===== src/rtl/mem_loader.sv =====
// mem_loader: receives a little-endian byte stream (4-byte word count N followed
// by N data words) and writes the words into instruction memory from address 0,
// holding the CPU in reset while the load is in progress.
// Optional build macro: LOADER_CHECKSUM_EN adds a trailing 4-byte checksum that
// must equal the mod-2^32 sum of all data words for the load to end in DONE.
module mem_loader #(
  parameter int ADDR_W = 8
) (
  input  logic              clk,
  input  logic              rst,
  input  logic              start,
  input  logic              s_valid,
  input  logic [7:0]        s_data,
  output logic              s_ready,
  output logic              im_we,
  output logic [ADDR_W-1:0] im_addr,
  output logic [31:0]       im_din,
  output logic              cpu_rst_n,
  output logic              busy,
  output logic              done,
  output logic              err
);

  // Word index and count carry one extra bit so that N = 2^ADDR_W terminates
  // instead of aliasing back to address 0.
  localparam int          IDX_W = ADDR_W + 1;
  localparam logic [32:0] LIMIT = 33'(1) << ADDR_W;

  typedef enum logic [2:0] {
    S_IDLE  = 3'd0,
    S_LEN   = 3'd1,
    S_DATA  = 3'd2,
    S_WRITE = 3'd3,
`ifdef LOADER_CHECKSUM_EN
    S_CHK   = 3'd4,
`endif
    S_DONE  = 3'd5,
    S_ERR   = 3'd6
  } state_t;

  state_t             state_q, state_d;
  logic [1:0]         byte_cnt_q, byte_cnt_d;
  logic [IDX_W-1:0]   idx_q, idx_d;
  logic [IDX_W-1:0]   cnt_q, cnt_d;
  logic [31:0]        word_q, word_d;
`ifdef LOADER_CHECKSUM_EN
  logic [31:0]        sum_q, sum_d;
`endif

  logic               s_ready_q, s_ready_d;
  logic               im_we_q, im_we_d;
  logic [ADDR_W-1:0]  im_addr_q, im_addr_d;
  logic [31:0]        im_din_q, im_din_d;
  logic               cpu_rst_n_q, cpu_rst_n_d;
  logic               busy_q, busy_d;
  logic               done_q, done_d;
  logic               err_q, err_d;

  logic               xfer;
  logic               last_byte;
  logic [31:0]        full_word;
  logic [IDX_W-1:0]   idx_inc;

  assign s_ready   = s_ready_q;
  assign im_we     = im_we_q;
  assign im_addr   = im_addr_q;
  assign im_din    = im_din_q;
  assign cpu_rst_n = cpu_rst_n_q;
  assign busy      = busy_q;
  assign done      = done_q;
  assign err       = err_q;

  // Next-state, byte assembly and registered-output decode.
  always_comb begin
    state_d    = state_q;
    byte_cnt_d = byte_cnt_q;
    idx_d      = idx_q;
    cnt_d      = cnt_q;
    word_d     = word_q;
`ifdef LOADER_CHECKSUM_EN
    sum_d      = sum_q;
`endif
    im_addr_d  = im_addr_q;
    im_din_d   = im_din_q;

    // A byte moves only when the source offers it and our registered ready is up.
    xfer      = s_valid && s_ready_q;
    // Shifting in from the top leaves the first byte in [7:0] after four bytes.
    full_word = {s_data, word_q[31:8]};
    last_byte = xfer && (byte_cnt_q == 2'd3);
    idx_inc   = idx_q + IDX_W'(1);

    if (xfer) begin
      word_d     = full_word;
      byte_cnt_d = byte_cnt_q + 2'd1;
    end

    case (state_q)
      S_IDLE, S_DONE, S_ERR: begin
        if (start) begin
          state_d    = S_LEN;
          idx_d      = '0;
          byte_cnt_d = '0;
`ifdef LOADER_CHECKSUM_EN
          sum_d      = '0;
`endif
        end
      end
      S_LEN: begin
        if (last_byte) begin
          if (full_word == 32'd0) begin
`ifdef LOADER_CHECKSUM_EN
            state_d = S_CHK;
`else
            state_d = S_DONE;
`endif
          end else if ({1'b0, full_word} > LIMIT) begin
            state_d = S_ERR;
          end else begin
            state_d = S_DATA;
            cnt_d   = full_word[IDX_W-1:0];
          end
        end
      end
      S_DATA: begin
        if (last_byte) begin
          state_d   = S_WRITE;
          im_addr_d = idx_q[ADDR_W-1:0];
          im_din_d  = full_word;
        end
      end
      S_WRITE: begin
        idx_d = idx_inc;
`ifdef LOADER_CHECKSUM_EN
        sum_d = sum_q + im_din_q;
`endif
        if (idx_inc == cnt_q) begin
`ifdef LOADER_CHECKSUM_EN
          state_d = S_CHK;
`else
          state_d = S_DONE;
`endif
        end else begin
          state_d = S_DATA;
        end
      end
`ifdef LOADER_CHECKSUM_EN
      S_CHK: begin
        if (last_byte) begin
          state_d = (full_word == sum_q) ? S_DONE : S_ERR;
        end
      end
`endif
      default: state_d = S_IDLE;
    endcase

    // Outputs are decoded from the next state so they register in step with it.
    s_ready_d = (state_d == S_LEN) || (state_d == S_DATA);
`ifdef LOADER_CHECKSUM_EN
    if (state_d == S_CHK) begin
      s_ready_d = 1'b1;
    end
`endif
    busy_d      = s_ready_d || (state_d == S_WRITE);
    im_we_d     = (state_d == S_WRITE);
    cpu_rst_n_d = (state_d == S_IDLE) || (state_d == S_DONE);
    done_d      = (state_d == S_DONE);
    err_d       = (state_d == S_ERR);
  end

  // Control state and all outputs; reset forces IDLE with every output low.
  always_ff @(posedge clk) begin
    if (rst) begin
      state_q     <= S_IDLE;
      byte_cnt_q  <= '0;
      idx_q       <= '0;
      s_ready_q   <= 1'b0;
      im_we_q     <= 1'b0;
      im_addr_q   <= '0;
      im_din_q    <= '0;
      cpu_rst_n_q <= 1'b0;
      busy_q      <= 1'b0;
      done_q      <= 1'b0;
      err_q       <= 1'b0;
    end else begin
      state_q     <= state_d;
      byte_cnt_q  <= byte_cnt_d;
      idx_q       <= idx_d;
      s_ready_q   <= s_ready_d;
      im_we_q     <= im_we_d;
      im_addr_q   <= im_addr_d;
      im_din_q    <= im_din_d;
      cpu_rst_n_q <= cpu_rst_n_d;
      busy_q      <= busy_d;
      done_q      <= done_d;
      err_q       <= err_d;
    end
  end

  // Datapath holding registers; start re-initialises what matters, so no reset.
  always_ff @(posedge clk) begin
    cnt_q  <= cnt_d;
    word_q <= word_d;
`ifdef LOADER_CHECKSUM_EN
    sum_q  <= sum_d;
`endif
  end

endmodule

===== config.mk =====
export PLATFORM = sky130hd
export DESIGN_NAME = mem_loader
export DESIGN_NICKNAME = d
export VERILOG_FILES = /design/src/rtl/mem_loader.sv
export SDC_FILE = /design/constraint.sdc
export NUM_CORES = 1
export LEC_CHECK = 0
export BUFFER_PORTS_ARGS = -buffer_cell sky130_fd_sc_hd__buf_4
export CORE_MARGIN = 1
export CORE_UTILIZATION = 56
export CTS_CLUSTER_SIZE = 24
export DETAILED_ROUTE_END_ITERATION = 8
export GPL_TIMING_DRIVEN = 0
export PLACE_DENSITY = 0.81
export SLEW_MARGIN = 15
export SYNTH_ARGS = -nofsm -noshare
export SYNTH_HDL_FRONTEND = slang
export SYNTH_SLANG_ARGS = --single-unit

===== constraint.sdc =====
create_clock -name clk -period 3.17 [get_ports clk]
set_input_delay 0.317 -clock clk [delete_from_list [all_inputs] [get_ports clk]]
set_output_delay 0.317 -clock clk [all_outputs]
set_load 0.01 [all_outputs]

## Yosys cells after proc, flatten, opt, wreduce, memory -nomap -nowiden

Index checks and enable logic that the tools add are counted.

| storage, ports and cells | value |
|---|---|
| bits in registers | 101 |
| input bits | 12 |

| cells by class | value |
|---|---|
| multiplexer cells | 12 |
| bitwise gates (word level) | 2 |
| eq/ne operators | 13 |
| magnitude comparators | 1 |
| $add $sub $neg | 2 |
| reductions and logical operators | 13 |

Operator list:

| cell | number |
|---|---|
| $gt A32 B9 Y1 const B | 1 |
| $logic_not A32 Y1 | 1 |
| $mux W3 | 6 |
| $pmux W9 S2 | 1 |
| $eq A3 B2 Y1 const B | 4 |
| $eq A3 B3 Y1 const B | 4 |
| $pmux W3 S4 | 1 |
| $add A9 B1 Y9 const B | 1 |
| $eq A9 B9 Y1 | 1 |
| $mux W9 | 1 |
| $eq A3 B1 Y1 const B | 2 |
| $logic_not A3 Y1 | 2 |
| $mux W2 | 3 |
| $reduce_and A2 Y1 | 2 |
| $reduce_and A4 Y1 | 1 |
| $logic_or A1 B1 Y1 | 3 |
| $reduce_or A3 Y1 | 1 |
| $add A2 B1 Y2 const B | 1 |
| $eq A2 B2 Y1 const B | 1 |
| $logic_and A1 B1 Y1 | 2 |
| $ne A2 B2 Y1 const B | 1 |
| $not A1 Y1 | 2 |
| $reduce_bool A2 Y1 | 1 |

## Longest topological paths before layout

Gate-level depths: netlist of the first run.

| depth | value |
|---|---|
| word-level depth | 8 |
| gate-level depth with buffers | 9 |

## Worst setup path before layout of the first run

No wires, ideal clock.

| path | value |
|---|---|
| path kind | register to register |
| start | register s_ready_q, in the netlist s_ready |
| end | register cnt_q[0] (enable) |
| slack | 792 ps |
| clock period less this slack | 2378 ps |
| arrival time | 2003 ps |
| cell stages (with the launch flop) | 6 |
| buffers on the path | 0 |
| required time | 2795 ps |
| path through | dfxtp_1 nand2_1 inv_2 nand2_1 or4b_1 nor2b_1 |

| between the ends | value |
|---|---|
| word-level cells in the longest chain between the ends | 3 |

Ends and longest elaborated chain:

| item | RTL line | text |
|---|---|---|
| from (decl) | 50 | `logic s_ready_q, s_ready_d;` |
| from (signal assigned) | 189 | `s_ready_q <= s_ready_d;` |
| $logic_and A1 B1 Y1 | 87 | `xfer = s_valid && s_ready_q;` |
| net xfer | 59 | `logic xfer;` |
| $logic_and A1 B1 Y1 | 90 | `last_byte = xfer && (byte_cnt_q == 2'd3);` |
| $reduce_and A4 Y1 (no line) | - |  |
| to (signal assigned) | 202 | `cnt_q <= cnt_d;` |
| to (decl) | 44 | `logic [IDX_W-1:0] cnt_q, cnt_d;` |

The timed path passes the listed nets, and every way through them passes these cells.
A chain may end at the register's enable or synchronous reset.

## Worst setup path after layout of the first run

| path | value |
|---|---|
| start | register s_ready_q, in the netlist s_ready |
| end | register cnt_q[6] (enable) |

Same word-level chain as after synthesis.

==> results of run 1 <==
## worst paths after layout
check	endpoint	slack (ns)	cells past startpoint
hold reg to reg	im_din[9]$_SDFFE_PP0P_	0.46	2
setup / recovery	cnt_q[6]$_DFFE_PP_	0.45	5
setup reg to reg	cnt_q[6]$_DFFE_PP_	0.45	5
hold / removal	word_q[29]$_DFFE_PP_	0.15	1
## synth_stat cells, drive strengths merged, types with 3 or more instances
cell and number:
clkbuf 16, xor2 5, o21ai 11, a31oi 3, nand3b 3, nor2 18, nand4 4, nand3 4
buf 11, xnor2 9, nand2 92, nor3 12, or3 3, nor4 9, mux2i 3, a21oi 54
dfxtp 60, and2b 3, nor2b 3, edfxtp 33
## routing by layer
layer	part of all wire (%)	wire, µm	track usage, %	vias up
met4	2.9	241	11.1	0
met1	42	3520	29.9	1424
met2	49	4110	41.4	135
met3	5.4	446	5.45	24
met5	0	0	0	-
li1	-	-	-	1506
## area by class of cell
cell class	count	area share (%)
flip-flops and latches	93	47.8
well taps	80	2.18
multi-input cells	269	33.1
clock buffers	10	2.78
clock inverters	6	1.01
repair buffers	56	9.16
plain buffers	28	3.87
inverters	2	0.164
## where the power goes
part           internal (mW)  switching, mW
logic                 0.0289         0.0434
registers               1.25         0.0115
clock network          0.292          0.416
total                   1.57          0.471
## stage by stage
step | area [µm²] | hold slack [ns] | utilization, % | power (mW)
3_3_place_gp | 4410 | 0.442 | 65.3 | 1.36
5_1_grt | 4590 | 0.124 | 67.9 | 2.11
6_report | 4590 | 0.149 | 67.9 | 2.04
2_1_floorplan | 3890 | 0.416 | - | 1.33
3_5_place_dp | 4410 | 0.447 | 65.3 | 1.36
4_1_cts | 4590 | 0.138 | 67.9 | 2.05
## flip-flops by register name, indices dropped and copies added, names as in the netlist
signal and cells:
im_din 32, word_q 24, cnt_q 9, idx_q 9
im_addr 8, state_q 3, byte_cnt_q 2, busy 1
cpu_rst_n 1, done 1, err 1, im_we 1
s_ready 1
## worst register-to-register path, cell delays in order (launching register included)
cell and delay [ns]:
dfxtp_1 0.34, nand2_1 0.11, inv_2 0.42, nand2_1 0.23, or4b_1 0.60, nor2b_1 0.64
## cell families (layout without fill, tap and decap cells)
group                      after synthesis  count (layout)  synth area share (%)
AOI/OAI and AO/OA                       82              82                  12.6
xor gates and xnor gates                14              14                  3.34
adders and majority gates                2               2                 0.643
buffers and inverters                   30             102                  4.76
DFF                                     93              93                  56.3
muxes                                    3               3                 0.771
and+or+nand+nor                        168             168                  21.6
==> results.py, run 1 <==
metrics = {
    "outcome": {
        "status": "finished clean",
    },
    "critical_path": {
        "cp_cell_sequence": "nand2_1 -> inv_2 -> nand2_1 -> or4b_1 -> nor2b_1",
        "crit_family": "simple AND/OR/NAND/NOR gates",
        "reg2reg_from": "s_ready$_SDFF_PP0_",
        "cpPeakStageDelay_ns": 0.64,
        "crit_type": "reg2reg",
        "worst_path_max_delay_cell": "nor2b_1",
        "cp-start-kind": "register",
        "startpoint": "s_ready$_SDFF_PP0_",
        "cp.arrival_ns": 2.70,
        "critPathCaptureType": "register",
        "path_common_cell": "nand2_1",
        "path_buf_inv": 1,
        "cp_max_fo": 26,
        "cp_data_required_time_ns": 3.16,
    },
    "layout": {
        "stdcell_count": 544,
        "multiInputGateArea_mm2": 0.00152,
        "drive_above_1_share_pct": 21.3,
        "layout_common_cells": "92 x nand2_1, 60 x dfxtp_1, 57 x buf_4",
        "final_common_cell": "nand2_1",
        "antenna_cells": 0,
        "seq_area_mm2": 0.00219,
        "area_delta_synth_final_pct": 17.8,
        "fin_nets": 473,
        "n_fill_cell": 542,
    },
    "hold_path": {
        "min_path_type": "in2reg",
        "min_from": "s_data[5]",
    },
    "clock_tree": {
        "cts_root_buffer": "clkbuf_8",
        "cts_max_path_buffers": 2,
        "clk_pin_slew_worst_paths_ns": 0.09,
        "numCtsBuffers": 9,
        "cts_tree": "built",
        "htreeDepth": 3,
        "clk_latency_ns": 0.36,
        "postCtsHoldBufs": 0,
        "cts_setup_buffers": 0,
        "ctsResizeCount": 0,
        "clock_sinks": 93,
    },
    "detailed_routing": {
        "drc": 0,
        "dr.first_iter.drc_count": 151,
        "wire_per_inst_um": 15.3,
        "routed_via_density": 5.68,
        "first_pass_iters": 5,
        "finalWirelength_um": 8320,
        "ant_nets": 0,
        "num_vias": 3089,
    },
    "floorplan": {
        "fp-row-count": 30,
        "core_area_mm2": 0.00676,
        "die_y_um": 85.4,
        "die_x_um": 85.4,
        "io_pins": 58,
        "fp.dieArea_mm2": 0.00729,
        "start_util_pct": 57.6,
    },
    "logic_synthesis": {
        "avgSynthCellArea_um2": 9.93,
        "syn_inst": 392,
        "netlist_area_mm2": 0.00389,
        "yosysSeqAreaShare_pct": 56.3,
        "yosys.area.top_type_share_pct": 30.8,
        "synth_edf_count": 33,
        "syn-num-nets": 406,
        "synthDistinctLibCells": 60,
        "yosys_warnings": 0,
        "synth_seq_cells": 93,
        "synthFlopType": "dfxtp_1",
        "synth_area_leader_cell": "dfxtp_1",
        "synth_area_leaders": "dfxtp_1 31%, edfxtp_1 25%, nand2_1 8.9%",
        "async_reset_ff_share_pct": 0,
    },
    "sta": {
        "tns_ns": 0,
        "period_share_pct": 85.7,
        "fmax_ghz": 0.368,
        "drv_slew": 0,
        "setup_viol": 0,
        "slew_headroom_pct": 45.3,
        "grt_setup_unrepaired": "false",
        "min_period_ns": 2.72,
        "layout_setup_ws_ns": 0.454,
        "hold_violations": 0,
        "worst_slew_pin_slew_ns": 0.815,
        "finClkSkew_ns": 0.0127,
    },
    "pwr": {
        "vdd_drop_max_uv": 418,
        "power.leakage_nw": 1.67,
        "p_per_area_mw_per_mm2": 445,
    },
    "global_route": {
        "grt_pass1_wl_um": 13500,
        "antenna_found_initial": 0,
        "grt_overflow": 0,
        "grt_use_total_pct": 24.4,
        "grt_pass1_vias": 2808,
        "grt_max_degree": 27,
    },
    "run": {
        "maxCapViolations": 0,
    },
    "placed_design": {
        "place.gp.congestion": 0.829,
        "dp_cells": 528,
        "io_buffers": 56,
        "dp_hpwl_um": 6080,
        "place_ws_ns": 0.390,
    },
}
No activity file was read; power rests on OpenSTA's default activity.
==> run 2: changes to the inputs <==
- CORE_UTILIZATION: 56 -> 59
- CTS_BUF_LIST: default -> sky130_fd_sc_hd__clkbuf_8
- PLACE_DENSITY: 0.81 -> 0.84
==> run 2 against run 1 <==
Net effect:
- sequential power about the same
- combinational power is 2% higher
- clock power is 20% higher
- register-to-register slack worse by 0.03 ns
- largest cell class unchanged
- cell count down 0.55%
- critical path type unchanged
- sequential cell count stayed put
==> results.py, run 2 (synthesis results as in run 1) <==
metrics = {
    "outcome": {
        "status": "finished clean",
    },
    "layout": {
        "stdcell_count": 541,
        "utilization_pct": 72.8,
        "drive_above_1_share_pct": 21.6,
        "layout_common_cells": "92 x nand2_1, 60 x dfxtp_1, 57 x buf_4",
        "largest_reg_flops": 32,
        "fin_nets": 473,
        "final_common_cell": "nand2_1",
        "area_delta_synth_final_pct": 18.7,
        "antenna_cells": 0,
    },
    "clock_tree": {
        "cts_root_buffer": "clkbuf_8",
        "cts_tree": "built",
        "clk_pin_slew_worst_paths_ns": 0.10,
        "numCtsBuffers": 9,
        "clk_latency_ns": 0.36,
        "htreeDepth": 3,
        "cts_max_path_buffers": 2,
        "cts_setup_buffers": 0,
        "ctsResizeCount": 0,
        "postCtsHoldBufs": 0,
        "clock_sinks": 93,
    },
    "floorplan": {
        "core_area_mm2": 0.00635,
        "die_y_um": 83.2,
        "start_util_pct": 61.3,
        "fp.dieArea_mm2": 0.00693,
        "die_x_um": 83.2,
        "fp-row-count": 29,
        "io_pins": 58,
    },
    "sta": {
        "setup_viol": 0,
        "drv_slew": 0,
        "whs_ns": 0.142,
        "hold_violations": 0,
        "worst_slew_pin_slew_ns": 0.808,
        "finClkSkew_ns": 0.00900,
        "fmax_ghz": 0.364,
        "grt_setup_unrepaired": "false",
        "slew_headroom_pct": 45.7,
        "tns_ns": 0,
        "min_period_ns": 2.75,
        "period_share_pct": 86.7,
    },
    "detailed_routing": {
        "wire_per_inst_um": 16.0,
        "num_vias": 3045,
        "dr.first_iter.drc_count": 204,
        "first_pass_iters": 5,
        "drc": 0,
        "ant_nets": 0,
        "routed_via_density": 5.63,
        "finalWirelength_um": 8670,
    },
    "pwr": {
        "power.leakage_nw": 1.68,
        "p_per_area_mw_per_mm2": 473,
        "finalPower_mw": 2.18,
        "vdd_drop_max_uv": 671,
    },
    "run": {
        "maxCapViolations": 0,
    },
    "placed_design": {
        "place.gp.congestion": 0.848,
        "dp_hpwl_um": 6160,
        "io_buffers": 56,
        "dp_cells": 525,
    },
    "global_route": {
        "antenna_found_initial": 0,
        "grt_pass1_vias": 2829,
        "grt_use_total_pct": 25.4,
        "grt_max_degree": 27,
        "grt_overflow": 0,
        "grt_pass1_wl_um": 13700,
    },
    "critical_path": {
        "rrSetupSlack_ns": 0.42,
        "reg2reg_from": "s_ready$_SDFF_PP0_",
        "cp.arrival_ns": 2.74,
        "critPathCaptureType": "register",
        "crit_type": "reg2reg",
        "reg2reg_to": "cnt_q[2]$_DFFE_PP_",
        "worstRegToRegCells": 5,
        "cp_max_fo": 26,
        "cp-start-kind": "register",
        "cp_data_required_time_ns": 3.17,
    },
    "hold_path": {
        "min_path_type": "in2reg",
        "min_from": "s_data[5]",
        "worstHoldPathCells": 1,
        "hold_end": "word_q[29]$_DFFE_PP_",
    },
}
==> run 2: cell types whose count changed in the layout (fill, tap and decap cells not counted) <==
cell / change
clkinv_2: -2
bufinv_16: +1
clkbuf_1: -1
clkinv_4: +1
clkinvlp_4: -1
inv_6: +1
inv_8: +1
==> run 2: critical path, cell delays in order (launching register included) <==
cell and delay [ns]:
dfxtp_1 0.34, nand2_1 0.12, inv_2 0.44, nand2_1 0.22
or4b_1 0.60, nor2b_1 0.65
==> run 2: cell type report <==
class,count,area [µm²]
flip-flops and latches,93,2190
repair buffers,56,420
well taps,77,96.3
inverters,2,7.51
clock inverters,7,87.6
plain buffers,28,178
fillers,445,1730
multi-input cells,269,1520
clock buffers,9,124
==> run 2: metal layers <==
layer / wire length (µm) / global-route usage (%)
met5: 0 / 0
met4: 194 / 10.3
met3: 436 / 5.57
met2: 4430 / 43.1
met1: 3610 / 31.5
==> run 2: where the power goes <==
| part | total [mW] | internal [mW] | switching, mW | leakage (nW) |
|---|---|---|---|---|
| clock | 0.850 | 0.384 | 0.465 | 0.108 |
| combinational | 0.0737 | 0.0289 | 0.0448 | 0.789 |
| sequential | 1.26 | 1.25 | 0.0116 | 0.787 |
==> run 2: worst max-delay path by stage <==
stage	start	end	slack, ns	depth (start not counted)
2_1_floorplan	s_ready$_SDFF_PP0_	cnt_q[0]$_DFFE_PP_	0.79	5
3_3_place_gp	s_valid	cnt_q[4]$_DFFE_PP_	0.47	6
3_5_place_dp	s_valid	cnt_q[7]$_DFFE_PP_	0.37	6
4_1_cts	s_ready$_SDFF_PP0_	cnt_q[6]$_DFFE_PP_	0.42	5
5_1_grt	s_ready$_SDFF_PP0_	cnt_q[0]$_DFFE_PP_	0.24	5
6_report	s_ready$_SDFF_PP0_	cnt_q[2]$_DFFE_PP_	0.42	5
==> run 2: stage by stage <==
step	cell area, µm²	setup slack, ns
6_report	4620	0.422
5_1_grt	4620	0.243
4_1_cts	4620	0.425
3_5_place_dp	4410	0.367
3_3_place_gp	4410	0.475
2_1_floorplan	3890	0.792
